[config.mk]
export PLATFORM = sky130hd
export DESIGN_NAME = rgb_to_ypbpr
export DESIGN_NICKNAME = d
export VERILOG_FILES = /design/src/rtl/rgb_to_ypbpr_pkg.sv /design/src/rtl/rgb_to_ypbpr_mac3.sv /design/src/rtl/rgb_to_ypbpr.sv
export SDC_FILE = /design/constraint.sdc
export NUM_CORES = 1
export LEC_CHECK = 0
export CAP_MARGIN = 10
export CORE_ASPECT_RATIO = 0.6
export CORE_MARGIN = 2
export CORE_UTILIZATION = 57
export CTS_CLUSTER_DIAMETER = 60
export DETAILED_ROUTE_END_ITERATION = 8
export GPL_ROUTABILITY_DRIVEN = 0
export PLACE_DENSITY = 0.8
export SLEW_MARGIN = 25
export SYNTH_ARGS = -nofsm -noshare
export SYNTH_HDL_FRONTEND = slang
export SYNTH_SLANG_ARGS = --single-unit
[constraint.sdc]
create_clock -name clk -period 4.4 [get_ports clk]
set_input_delay 0.88 -clock clk [delete_from_list [all_inputs] [get_ports clk]]
set_output_delay 0.88 -clock clk [all_outputs]
set_load 0.02 [all_outputs]
[src/rtl/rgb_to_ypbpr_pkg.sv]
// rgb_to_ypbpr_pkg: conversion coefficients, chroma offset and channel expansion helper
package rgb_to_ypbpr_pkg;
  localparam int Y_R  = 77;
  localparam int Y_G  = 150;
  localparam int Y_B  = 29;
  localparam int PB_R = -43;
  localparam int PB_G = -85;
  localparam int PB_B = 128;
  localparam int PR_R = 128;
  localparam int PR_G = -107;
  localparam int PR_B = -21;
  localparam int C_OFS = 32768;
  function automatic logic [7:0] expand8(input logic [7:0] x, input int w);
    logic [7:0] r;
    r = '0;
    for (int i = 0; i < 8; i++) r[7-i] = x[w-1-(i%w)];
    return r;
  endfunction
endpackage

[src/rtl/rgb_to_ypbpr_mac3.sv]
// ypbpr_mac3: three registered constant products, then offset add and clamp to 8 bits
module ypbpr_mac3 #(
  parameter int C0  = 0,
  parameter int C1  = 0,
  parameter int C2  = 0,
  parameter int OFS = 0
) (
  input  logic       clk,
  input  logic       rst,
  input  logic [7:0] a,
  input  logic [7:0] b,
  input  logic [7:0] c,
  output logic [7:0] y
);
  logic signed [17:0] p0_d, p1_d, p2_d, p0_q, p1_q, p2_q;
  logic signed [19:0] sum;
  logic signed [11:0] hi;
  always_comb begin
    p0_d = $signed(18'(C0)) * $signed({10'b0, a});
    p1_d = $signed(18'(C1)) * $signed({10'b0, b});
    p2_d = $signed(18'(C2)) * $signed({10'b0, c});
    sum  = 20'(p0_q) + 20'(p1_q) + 20'(p2_q) + $signed(20'(OFS));
    hi   = 12'(sum >>> 8);
    y    = hi[11] ? 8'd0 : (hi > 12'sd255 ? 8'd255 : hi[7:0]);
  end
  always_ff @(posedge clk) begin
    if (rst) begin
      p0_q <= '0;
      p1_q <= '0;
      p2_q <= '0;
    end else begin
      p0_q <= p0_d;
      p1_q <= p1_d;
      p2_q <= p2_d;
    end
  end
endmodule

[src/rtl/rgb_to_ypbpr.sv]
// rgb_to_ypbpr: two-stage RGB to YPbPr converter with same-latency RGB/sync bypass
module rgb_to_ypbpr
  import rgb_to_ypbpr_pkg::*;
#(
  parameter int WIDTH = 6
) (
  input  logic             clk,
  input  logic             rst,
  input  logic             ena,
  input  logic [WIDTH-1:0] red_in,
  input  logic [WIDTH-1:0] green_in,
  input  logic [WIDTH-1:0] blue_in,
  input  logic             hs_in,
  input  logic             vs_in,
  input  logic             cs_in,
  output logic [WIDTH-1:0] red_out,
  output logic [WIDTH-1:0] green_out,
  output logic [WIDTH-1:0] blue_out,
  output logic             hs_out,
  output logic             vs_out,
  output logic             cs_out
);
  logic [7:0] r8, g8, b8, y8, pb8, pr8;
  logic [WIDTH-1:0] r_s1_q, g_s1_q, b_s1_q;
  logic ena_s1_q, hs_s1_q, vs_s1_q, cs_s1_q;
  logic [WIDTH-1:0] red_d, green_d, blue_d, red_q, green_q, blue_q;
  logic hs_q, vs_q, cs_q;
  assign r8 = expand8(8'(red_in), WIDTH);
  assign g8 = expand8(8'(green_in), WIDTH);
  assign b8 = expand8(8'(blue_in), WIDTH);
  ypbpr_mac3 #(.C0(Y_R), .C1(Y_G), .C2(Y_B), .OFS(0)) u_y (
    .clk(clk), .rst(rst), .a(r8), .b(g8), .c(b8), .y(y8)
  );
  ypbpr_mac3 #(.C0(PB_R), .C1(PB_G), .C2(PB_B), .OFS(C_OFS)) u_pb (
    .clk(clk), .rst(rst), .a(r8), .b(g8), .c(b8), .y(pb8)
  );
  ypbpr_mac3 #(.C0(PR_R), .C1(PR_G), .C2(PR_B), .OFS(C_OFS)) u_pr (
    .clk(clk), .rst(rst), .a(r8), .b(g8), .c(b8), .y(pr8)
  );
  always_comb begin
    red_d   = ena_s1_q ? pr8[7-:WIDTH] : r_s1_q;
    green_d = ena_s1_q ? y8[7-:WIDTH]  : g_s1_q;
    blue_d  = ena_s1_q ? pb8[7-:WIDTH] : b_s1_q;
  end
  always_ff @(posedge clk) begin
    if (rst) begin
      {r_s1_q, g_s1_q, b_s1_q} <= '0;
      {ena_s1_q, hs_s1_q, vs_s1_q, cs_s1_q} <= '0;
      {red_q, green_q, blue_q} <= '0;
      {hs_q, vs_q, cs_q} <= '0;
    end else begin
      {r_s1_q, g_s1_q, b_s1_q} <= {red_in, green_in, blue_in};
      {ena_s1_q, hs_s1_q, vs_s1_q, cs_s1_q} <= {ena, hs_in, vs_in, cs_in};
      {red_q, green_q, blue_q} <= {red_d, green_d, blue_d};
      {hs_q, vs_q, cs_q} <= {hs_s1_q, vs_s1_q, cs_s1_q};
    end
  end
  assign red_out   = red_q;
  assign green_out = green_q;
  assign blue_out  = blue_q;
  assign hs_out    = hs_q;
  assign vs_out    = vs_q;
  assign cs_out    = cs_q;
endmodule

* After elaboration in Yosys (flattened, before gate mapping)
Cells that the tools add are included.
Operators by class: shift-type cells 0, magnitude comparators 3, equal/unequal tests 0, add/sub/neg operators 8, $mul 7, div/mod/pow operators 0, bitwise operators 0, reductions and logical operators 0, muxes and demuxes 9
Operators with widths (number):
- $mux W8 | 6
- $add A20 B17 Y20 const B | 2
- $add A16 B17 Y18 | 2
- $gt A12 B9 Y1 const B | 3
- $mul A8 B9 Y17 const A | 2
- $mul A7 B8 Y15 const A | 2
- $add A18 B15 Y19 | 1
- $add A18 B16 Y19 | 1
- $add A17 B13 Y18 | 1
- $mux W6 | 3
- $add A15 B16 Y17 | 1
- $mul A7 B9 Y16 const A | 1
- $mul A6 B9 Y15 const A | 1
- $mul A5 B8 Y13 const A | 1
Storage, ports and cells: memory bits (writable) 0, word-level logic and storage cells 50, ROM bits 0, memories 0, register bits after elaboration 168, latch bits 0

* Longest topological paths before layout
word-level depth 7, mapped depth 18

* By module
Synthesis repeated with hierarchy kept, for this count alone.
Second synthesis, totals: cell total of the unflattened synthesis 1638, area total of the unflattened synthesis 15489.9 um^2
Modules (own cells, without submodules):
- ypbpr_mac3 (u_pb) | times used 1, cells each 560, sequential area each 820.8 um^2, area an instance 5109.9 um^2
- ypbpr_mac3 (u_y) | times used 1, cells each 484, sequential area each 860.8 um^2, area an instance 4556.9 um^2
- ypbpr_mac3 (u_pr) | times used 1, cells each 484, sequential area each 800.8 um^2, area an instance 4508.1 um^2
- rgb_to_ypbpr | times used 1, cells each 110, sequential area each 860.8 um^2, area an instance 1315.0 um^2

* Worst setup path after synthesis
No wires, ideal clock.
path kind input to register, start input green_in[5], end register u_pb.p1_q[16] (netlist name), stages 15, path slack -0.127 ns, library setup time 0.128 ns, buffers on the path 0, arrival time 4.399 ns, path through inv_1 > ha_1 > fa_1 > inv_1 > fa_1 > inv_1 > fa_1 > ha_1 > a21boi_0 > o21ai_0 > a21oi_1 > a31oi_1 > o21ai_0 > xnor2_1 > nor2_1
Between the ends: cells in the longest elaborated chain, start to end 1
Ends and longest elaborated chain:
- start: declaration | line rgb_to_ypbpr.sv:11 | input logic [WIDTH-1:0] green_in,
- $mul A8 B9 Y17 | line rgb_to_ypbpr_mac3.sv:20 | p1_d = $signed(18'(C1)) * $signed({10'b0, b});
Every way passes these cells. A chain may end at the register's enable or synchronous reset.

* Worst setup path after layout
start input blue_in[1], end register u_pr.p2_q[14] (netlist name)
Between the ends: cells in the longest elaborated chain, start to end 1
Ends and longest elaborated chain:
- start: declaration | line rgb_to_ypbpr.sv:12 | input logic [WIDTH-1:0] blue_in,
- $mul A6 B9 Y15 | line rgb_to_ypbpr_mac3.sv:21 | p2_d = $signed(18'(C2)) * $signed({10'b0, c});
Every way passes these cells.

==> impl_results.md <==
* Status: finished clean
* Synth cell types at 53
* Avg Inst Size Synth at 9.55 µm²
* Worst Path Max Fanout at 2
* Combinational share of power at between 60% and 70%
* PwrDens at ~520 nW/µm²
* Mapped Area at 13000 µm²
* Hold Crit Class: reg2reg
* Ys async rst share at 0%
* Rows at 42
* Post-Syn Instances at ~1.4k
* Setup CP Type: in2reg
* Fin crit share at 98.7%
* Core area at 22200 µm²
* Largest net degree at the start of global routing at 69
* Total CTS buffers at 17
* Layout cells sized above 1 at 17.3%
* Top cells by count, synth: ha_1 (319), inv_1 (235), dfxtp_1 (137)
* Leak pwr at 8.41 nW
* Port bufs at 44
* Sequential share of the synthesized area at a little over a fifth
* Leading area contributor after synthesis: ha_1
* Synth area leaders: ha_1 (31%), dfxtp_1 (21%), fa_1 (15%)
* Die Wd at just under 200 µm
* Die Ht at 121 µm
* Yosys warns at 0
* Primary FF master, synth: dfxtp_1
* Cell count after placement at between 1.5k and 2k
* Worst slew margin at 27.7%
* Final routed wire length divided by cell count at 17.2 µm
* Hold_ws at ~0.44 ns
* Sw Ratio at 41.0%
* Grt total ovfl at 0
* NetSw at 3.39 mW
* Area delta synth->final at 23.4%
* EDFF count, synth at 0
* VDD IR max at 0.000262 V
* CTS tree: done
* Pre-CTS setup slack at -0.711 ns
* Setup slack after layout at about 0.055 ns
* Placed inst area at 15000 µm²
* Setup TNS at 0 ns
* Final wirelength at 32900 µm
* Area of the die at 24000 µm²
* Data required, critical path at 4.75 ns
* Initial DRT Pass Iterations at 8
* CTS root buf: clkbuf_16
* Diode count at 0
* Number of global-route vias before repair at 10.5k
* CP Data Arrival Time at 4.69 ns
* Final instance area at between 15000 and 20000 µm²
* Synth top area share at 30.8%
* Final min period at 4.34 ns
* Hold_buf cts at 0
* Worst-Skew Late Latency at 0.43 ns
* First-pass GRT wire length at 51500 µm
* CP startpoint kind: input port
* Num ports at 45
* Max Fclk at 0.230 GHz
* Final setup violation count at 0
* Clock sink count at 137
* H-tree depth at 4
* Syn nets at 1796
* DR vias/cell at about 5.4
* Starting Density at 58.5%
* Antenna violations before repair at 0
* Top-count cell post-synth: ha_1
* DR iter-0 viols at ~700
* Seq cells post-synth at 137
* DP HPWL at 25300 µm
* Setup slack, reg-to-reg at 0.19 ns
* Max Slew Vio Count at 0
* CTS Buffer Depth at 2
* Vias at 10.3k
* Final Hold Vio Count at 0
* Util after Layout at 72.2%
* Remaining antenna violation count at 0
* Fin cells at 1911
* Crit path capture type: register
* Worst Tran Pin Value at 1.08 ns
* Total Power at 8.27 mW
* # DRC at 0
* Worst Skew at roughly 0.0092 ns
* P_int at 4.88 mW
* Clock power share at between 10% and 20%
* Maxcap violations at 0
* Clock-pin slew on the worst setup and hold paths at 0.07 ns
* Sequential share of power at 21.4%
* GRT Util Overall at 27.7%
* Layout Nets at 2028
## layer usage
layer / GRT usage, % / up-vias / share of wire, %
met4: 9.24 / 0 / 2.8
met2: 44.4 / 337 / 45
met5: 0 / - / 0
met3: 6.59 / 79 / 7.1
met1: 37.0 / 4909 / 45
li1: - / 5002 / -
## area by class of cell
type	count	area, µm²
clock buffer	21	470
clock inverter	10	119
fill	1507	6160
inverter	235	886
multi-input combinational	970	9570
sequential	137	2740
tap	308	385
timing repair buffer	230	1850
## state kept, by name, indices dropped and copies added, names as in the netlist, 5 cells and up
register / count
r_s1_q: 5
green_out: 6
u_y.p0_q: 14
u_y.p1_q: 14
u_y.p2_q: 12
red_out: 6
b_s1_q: 5
u_pr.p2_q: 14
g_s1_q: 5
u_pb.p1_q: 14
u_pb.p0_q: 13
u_pr.p1_q: 16
blue_out: 6
## path summary, 6_finish.rpt
check           startpoint            end  depth (start not counted)
max             blue_in[1]  u_pr.p2_q[14]                         18
max reg2reg  u_pb.p1_q[10]    blue_out[5]                         12
min reg2reg        hs_s1_q         hs_out                          1
min                hs_s1_q         hs_out                          1
## layout by cell type, fill, tap and decap left out, types with 13 or more instances in the layout
| cell | instances |
|---|---|
| ha_1 | 306 |
| inv_1 | 229 |
| buf_4 | 181 |
| dfxtp_1 | 137 |
| nor2_1 | 119 |
| fa_1 | 92 |
| a21oi_1 | 64 |
| xnor2_1 | 53 |
| nor2b_1 | 37 |
| nand2_1 | 36 |
| xor2_1 | 29 |
| clkdlybuf4s50_1 | 29 |
| nor3_1 | 25 |
| a21o_1 | 25 |
| o21ai_0 | 24 |
| clkbuf_16 | 17 |
| a211oi_1 | 13 |
| ha_4 | 13 |
## worst max-delay path, cell delays in order
cell           delay (ns)
dlygate4sd2_1        0.27
ha_1                 0.31
ha_1                 0.28
inv_1                0.05
fa_1                 0.49
inv_2                0.05
ha_4                 0.25
ha_4                 0.17
fa_2                 0.38
a21o_1               0.17
a21oi_2              0.16
o21bai_1             0.08
a21oi_1              0.20
o21ai_1              0.13
a21oi_1              0.19
nor2_1               0.08
or3_1                0.40
a21oi_1              0.16
## power groups by stage
stage | registers, mW | logic (mW) | clock network (mW)
floorplan | 1.76 | 3.12 | 0
global placement | 1.78 | 4.42 | 0
detailed placement | 1.78 | 4.62 | 0
CTS | 1.76 | 4.83 | 1.44
global route | 1.79 | 5.61 | 1.49
finish | 1.77 | 5.06 | 1.44
## kinds of logic after synthesis
logic type / Yosys count / synth area share (%)
adders and majority gates: 414 / 45.4
xor gates and xnor gates: 85 / 5.74
buffers and inverters: 252 / 7.35
muxes: 8 / 0.646
AOI/OAI and AO/OA: 205 / 10.5
and+or+nand+nor: 258 / 9.30
DFF: 137 / 21.1
## repair_timing
| item | 4_1_cts | 5_1_grt |
|---|---|---|
| resized for setup | 27 | 52 |
| endpoints found under the setup margin | 13 | 24 |
| cloned | 0 | 1 |
| pin swaps | 18 | 25 |
| setup buffers | 12 | 7 |
(Power assumes the default switching activity.)
